[config.mk]
export PLATFORM = sky130hd
export DESIGN_NAME = div_exp_norm
export DESIGN_NICKNAME = d
export VERILOG_FILES = /design/src/rtl/div_exp_norm.sv
export SDC_FILE = /design/constraint.sdc
export NUM_CORES = 1
export LEC_CHECK = 0
export BUFFER_PORTS_ARGS = -buffer_cell sky130_fd_sc_hd__buf_2
export CAP_MARGIN = 20
export CORE_ASPECT_RATIO = 2
export CORE_MARGIN = 2
export CORE_UTILIZATION = 55
export CTS_BUF_LIST = sky130_fd_sc_hd__clkbuf_2
export DETAILED_ROUTE_END_ITERATION = 10
export PLACE_DENSITY = 0.87
export SYNTH_ARGS = -nofsm -noshare
export SYNTH_HDL_FRONTEND = slang
export SYNTH_SLANG_ARGS = --single-unit
[constraint.sdc]
create_clock -name clk -period 4 [get_ports clk]
set_input_delay 0.2 -clock clk [delete_from_list [all_inputs] [get_ports clk]]
set_output_delay 0.2 -clock clk [all_outputs]
set_load 0.1 [all_outputs]
[src/rtl/div_exp_norm.sv]
// Exponent-restoring / normalizing stage of the FP divider: rebias the signed
// exponent difference, left-normalize the quotient one bit per cycle, then pack.
module div_exp_norm #(
    parameter int BIAS = 127
) (
    input  logic        clk,
    input  logic        rst,
    input  logic        in_valid,
    output logic        in_ready,
    input  logic [8:0]  diff_mag,
    input  logic        diff_pos,
    input  logic [24:0] quo,
    output logic        out_valid,
    input  logic        out_ready,
    output logic [7:0]  out_exp,
    output logic [22:0] out_mant,
    output logic        out_ovf,
    output logic        out_unf,
    output logic        out_zero
);

    localparam int unsigned EW = 11;
    localparam int unsigned QW = 25;
    localparam int unsigned XW = 8;
    localparam int unsigned MW = 23;

    localparam logic signed [EW-1:0] E_MAX = EW'(255);
    localparam logic signed [EW-1:0] E_MIN = EW'(0);
    localparam logic signed [EW-1:0] E_ONE = EW'(1);

    typedef enum logic [1:0] {
        S_IDLE = 2'd0,
        S_NORM = 2'd1,
        S_PACK = 2'd2,
        S_DONE = 2'd3
    } state_t;

    state_t                r_state;
    state_t                w_next;
    logic signed [EW-1:0]  r_e;
    logic        [QW-1:0]  r_q;
    logic                  r_zero;

    logic                  w_accept;
    logic signed [EW-1:0]  w_diff;
    logic signed [EW-1:0]  w_e_init;
    logic        [XW-1:0]  w_pack_exp;
    logic        [MW-1:0]  w_pack_mant;
    logic                  w_pack_ovf;
    logic                  w_pack_unf;
    logic                  w_pack_zero;

    // A negative zero difference yields the same value as a positive zero.
    assign w_diff   = diff_pos ? EW'({2'b00, diff_mag}) : -EW'({2'b00, diff_mag});
    assign w_e_init = w_diff + EW'(BIAS);

    always_ff @(posedge clk) begin
        if (rst) begin
            r_state <= S_IDLE;
        end else begin
            r_state <= w_next;
        end
    end

    always_comb begin
        w_next = r_state;
        case (r_state)
            S_IDLE: if (w_accept) w_next = S_NORM;
            S_NORM: if ((r_q == '0) || r_q[QW-1]) w_next = S_PACK;
            S_PACK: w_next = S_DONE;
            S_DONE: if (out_ready) w_next = S_IDLE;
            default: w_next = S_IDLE;
        endcase
    end

    // Handshake and the packed result presented while in PACK.
    always_comb begin
        in_ready    = (r_state == S_IDLE);
        w_accept    = in_valid && in_ready;
        w_pack_exp  = '0;
        w_pack_mant = '0;
        w_pack_ovf  = 1'b0;
        w_pack_unf  = 1'b0;
        w_pack_zero = 1'b0;
        if (r_zero) begin
            w_pack_zero = 1'b1;
        end else if (r_e >= E_MAX) begin
            w_pack_exp = '1;
            w_pack_ovf = 1'b1;
        end else if (r_e <= E_MIN) begin
            w_pack_unf = 1'b1;
        end else begin
            w_pack_exp  = r_e[XW-1:0];
            w_pack_mant = r_q[QW-2:1];
        end
    end

    always_ff @(posedge clk) begin
        if (rst) begin
            r_e    <= '0;
            r_q    <= '0;
            r_zero <= 1'b0;
        end else begin
            case (r_state)
                S_IDLE: begin
                    if (w_accept) begin
                        r_e    <= w_e_init;
                        r_q    <= quo;
                        r_zero <= 1'b0;
                    end
                end
                S_NORM: begin
                    if (r_q == '0) begin
                        r_zero <= 1'b1;
                    end else if (!r_q[QW-1]) begin
                        r_q <= r_q << 1;
                        r_e <= r_e - E_ONE;
                    end
                end
                default: ;
            endcase
        end
    end

    // Result registers load on leaving PACK and hold until the next PACK.
    always_ff @(posedge clk) begin
        if (rst) begin
            out_valid <= 1'b0;
            out_exp   <= '0;
            out_mant  <= '0;
            out_ovf   <= 1'b0;
            out_unf   <= 1'b0;
            out_zero  <= 1'b0;
        end else if (r_state == S_PACK) begin
            out_valid <= 1'b1;
            out_exp   <= w_pack_exp;
            out_mant  <= w_pack_mant;
            out_ovf   <= w_pack_ovf;
            out_unf   <= w_pack_unf;
            out_zero  <= w_pack_zero;
        end else if ((r_state == S_DONE) && out_ready) begin
            out_valid <= 1'b0;
        end
    end

endmodule

* Word-level counts from Yosys, hierarchy flattened
Cells that the tools add are included.
** Word-level totals
- Register bits :: 74
- Bits of input ports :: 39
- Output and inout bits :: 36
** Operators by class
- Add/subtract/negate cells :: 3
- $lt $le $gt $ge :: 2
- Eq/ne operators :: 9
- Multiplexer cells :: 30
- Reductions and logical operators :: 11
** Operators with widths (count)
- 2-to-1 mux 25 bit :: 3
- 2-to-1 mux 23 bit :: 3
- one-hot mux 25 bit (2 select lines) :: 1
- 2-to-1 mux 11 bit :: 4
- logical NOT 25 bit :: 1
- 2-to-1 mux 8 bit :: 3
- one-hot mux 11 bit (2 select lines) :: 1
- adder 11 x 8 -> 11 bit, second input constant :: 1
- greater-or-equal comparator 11 x 9 -> 1 bit, second input constant :: 1
- <= comparator 11 x 1 -> 1 bit, second input constant :: 1
- negation 9 -> 11 bit :: 1
- subtractor 11 x 2 -> 11 bit, second input constant :: 1
- 2-to-1 mux 1 bit :: 10
- inequality test 2 bit, second input constant :: 5
- AND reduction 3 bit :: 3
- one-hot mux 2 bit (4 select lines) :: 1
- 2-to-1 mux 2 bit :: 3
- == test 2 bit, second input constant :: 2
- AND reduction 4 bit :: 1
- nonzero test 2 bit :: 2
- == test 2 x 1 -> 1 bit, second input constant :: 1
- logical AND 1 bit :: 2
- logical NOT 2 bit :: 1
- inequality test 2 x 1 -> 1 bit, second input constant :: 1
- 2 further kinds :: 2

* Depth between registers and ports, before layout
- Depth in word-level cells :: 5
- Depth in mapped cells :: 10
- Mapped depth without buffers :: 8

* Least setup slack after synthesis
OpenSTA, ideal clock, no wires.
- Path type :: register to register
- Start :: register r_state[0]
- End :: register r_e[1]
- Setup time :: 0.070 ns
- Arrival time :: 2.692 ns
- Slack :: 1.238 ns
- Cell stages (with the launch flop) :: 9
- Path buffers :: 1
- Clock period less this slack :: 2.762 ns
- Cell sequence :: dfxtp_1 inv_1 ha_1 mux2i_1 a21o_1 a21oi_1 clkbuf_1 o211ai_1 a21oi_1
** Between the ends
- Longest elaborated chain between the ends :: 4
- Elaborated cells between the ends (all ways) :: 9
- Those cells by class :: 4 x eq/ne; 1 x mux; 4 x reduce/logical
** RTL lines
- start: declaration :: RTL line 38 : state_t r_state;
- start signal: assignment :: RTL line 61 : r_state <= w_next;
- logical NOT 2 bit (*) :: RTL line 78 : in_ready = (r_state == S_IDLE);
- named net in_ready :: RTL line 9 : output logic in_ready,
- logical AND 1 bit :: RTL line 79 : w_accept = in_valid && in_ready;
- inequality test 2 x 1 -> 1 bit (no source line)
- AND reduction 4 bit (no source line)
- end signal: assignment :: RTL line 107 : r_e <= w_e_init;
- end signal: assignment :: RTL line 117 : r_e <= r_e - E_ONE;
- end: declaration :: RTL line 40 : logic signed [EW-1:0] r_e;
The timed path passes the listed nets; every way through them passes the cells marked *.
A chain may end at the register's enable or synchronous reset.

* Worst setup path after layout
- Start :: register r_q[5]
- End :: register r_e[4]
** Between the ends
- Longest elaborated chain between the ends :: 3
** RTL lines
- start: declaration :: RTL line 41 : logic [QW-1:0] r_q;
- start signal: assignment :: RTL line 108 : r_q <= quo;
- start signal: assignment :: RTL line 116 : r_q <= r_q << 1;
- logical NOT 25 bit :: RTL line 113 : if (r_q == '0) begin
- inequality test 2 bit (no source line)
- AND reduction 4 bit (no source line)
No other way between the ends.

==> results.md <==
- Worst-case clock buffer depth: 2
- Wire per inst: approximately 15 µm
- Outcome: completed
- Least-Margin Pin Slew: 0.992 ns
- Routed wire length: 10,800 µm
- Initial DRC count: around 540
- Worst Skew: around 0.023 ns
- DRC viols: 0
- Worst-path clk slew: around 0.2 ns
- Vias/cell: about 5.9
- Crit path required time: roughly 4.5 ns
- Top Ports: 75
- GPL Wtd Cong: 0.899
- CTS tree: done
- # setup viols final: 0
- Width of the die: between 60 and 70 µm
- Max Clk Rate: 0.345 GHz
- Mapped Nets: roughly 610
- Final instance area: 4750 µm²
- Tcrit/Tclk final: 0.725
- Layout area overhead: 15.2%
- Global Route met1 Usage: 0.276
- Filler Cell Count: 640
- DP Wirelength: between 7000 and 8000 µm
- GRT overflow: 0
- Non-filler cells, final: between 700 and 800
- Die area: 8250 µm²
- Initial antenna violation count: 1
- IO buf count: 74
- R2R setup slack: around 1.1 ns
- Cells after DPL: 696
- Via count: 4,280
- Total power: ~0.0035 W
- All-layer global routing usage: 0.268
- Ys async rst share: 0
- Synthesized netlist cell count: about 570
- Main synth FF type: dfxtp_1
- Max-Cap Viols: 0
- Final Slew Violations: 0
- DP Area: 4490 µm²
- Cell area after synthesis: between 4000 and 5000 µm²
- Total core area: between 7000 and 8000 µm²
- Largest net degree at the start of global routing: 73
- #FFs+latches synth: 74
- Worst skew pair latency: around 0.54 ns
- Leak Pwr: roughly 2 nW
- Layout cells sized above 1: 0.171
- H-tree depth: 3
- Number of global-route vias before repair: around 4,100
- Worst Setup Path Type: reg -> reg
- Netlist cell types: between 50 and 60
- Top Usage Layer GRT: met2
- Sequential-to-total area share from yosys stat: 0.359
- Nets@finish: 673
- Hold Vio Cnt, Final: 0
- DRT antenna net count: 0
- P per Cell Area: 727 nW/µm²
- Worst EP arrival: 3.38 ns
- Critical-path maximum fanout: 30
- Die height: roughly 130 µm
- Root buffer cell: clkbuf_2
- # rows: 44
- Mean Syn Cell Area: between 7 and 8 µm²
- Peak supply drop: 0.000315 V
- Rel. slew slack: 0.339
- CP Capture Type: flop
- Clock Sinks: 74
- First-pass GRT wire length: 17,700 µm
- Initial Util: 0.568
- Unrepaired setup endpoints after global routing: no
- Final setup TNS: 0 ns
- Grt met3 use: 0.0452
- CTS buffer count: 9
- Worst min path class: in -> reg
- Tmin final: 2.90 ns
- First-pass DRT Iterations: 8
- Fin Hold WS: 0.0286 ns
- Synth warn: 0
- EDFF count, synth: 0
- Grt met2 use: 0.478
- Setup crit start kind: flop
cells in the mapped netlist (all sizes together) (5+ instances only):
cell type	n	share of area
nor2	99	0.090
dfxtp	74	0.36
a21oi	59	0.072
nand2	41	0.037
nor2b	37	0.056
inv	33	0.030
nor3	31	0.039
clkbuf	29	0.026
o22ai	24	0.036
o21ai	15	0.018
buf	12	0.015
nor4	9	0.014
ha	7	0.021
mux2i	6	0.015
xnor2	6	0.013
nand2b	5	0.0076
o31ai	5	0.0091
worst paths after layout:
kind                   startpoint                    to  cells past startpoint
max reg2reg   r_q[5]$_SDFFE_PP0P_   r_e[4]$_SDFFE_PP0P_                      6
min                        quo[8]   r_q[8]$_SDFFE_PP0P_                      5
max           r_q[5]$_SDFFE_PP0P_   r_e[4]$_SDFFE_PP0P_                      6
min reg2reg  out_ovf$_SDFFE_PP0P_  out_ovf$_SDFFE_PP0P_                      2
area by class of cell:
type / instances / area, µm² / area share
Multi-Input combinational cell: 417 / 2350 / 0.496
Clock buffer: 9 / 45.0 / 0.00948
Sequential cell: 74 / 1480 / 0.312
Clock inverter: 7 / 93.8 / 0.0197
Timing Repair Buffer: 92 / 536 / 0.113
Tap cell: 92 / 115 / 0.0242
Inverter: 33 / 124 / 0.0261
Antenna cell: 1 / 2.50 / 0.000527
cell usage in the layout, fill, tap and decap left out, types with 6 or more instances in the layout:
cell	count
a21oi_1	58
buf_2	74
buf_4	6
clkbuf_2	9
dfxtp_1	74
dlygate4sd3_1	12
ha_1	6
inv_1	33
mux2i_1	6
nand2_1	41
nor2_1	99
nor2b_1	37
nor3_1	30
nor4_1	9
o21ai_0	15
o22ai_1	24
xnor2_1	6
state kept, by name, summed over array words and instances, names as in the netlist:
register / flops
r_e: 11
out_unf: 1
out_mant: 23
r_state: 2
r_q: 25
out_ovf: 1
out_exp: 8
r_zero: 1
out_zero: 1
out_valid: 1
critical path, cell delays in order (launching register included):
cell and delay, ns:
dfxtp_1 0.39, nor4_1 0.41, nand4_1 0.21, nor2_1 0.54, a21o_1 0.87, o21ai_0 0.25, a21oi_1 0.16
logic make-up (layout without fill, tap and decap cells):
kind of cell | Yosys count | in the layout | synth area share
adders and majority gates | 7 | 7 | 0.0212
buffers and inverters | 74 | 141 | 0.0716
AOI/OAI and AO/OA | 135 | 135 | 0.199
DFF | 74 | 74 | 0.359
other | 0 | 1 | 0
muxes | 8 | 8 | 0.0200
and+or+nand+nor | 257 | 257 | 0.305
xor gates and xnor gates | 10 | 10 | 0.0246
stage by stage:
stage / utilization / setup slack [ns]
finish: 0.654 / 1.10
detailed placement: 0.618 / 1.25
global placement: 0.618 / 1.40
global route: 0.654 / 0.882
CTS: 0.654 / 1.21
floorplan: - / 1.24
routing by layer:
layer	wire length, µm	vias to the layer above
met3	497	40
met4	466	0
met5	0	-
li1	-	2077
met1	3970	1986
met2	5860	177
power breakdown:
group	switching (W)	internal, W
clock network	0.000274	0.000205
logic	0.00126	0.000545
registers	0.000223	0.000948
total	0.00176	0.00170
repair_timing:
action | 4_1_cts | 5_1_grt
hold buffers | 12 | 0
buffers inserted | 0 | 0
gates resized for setup | 0 | 0
hold endpoints to repair | 12 | 0
Power figures use the tool's default switching activity.
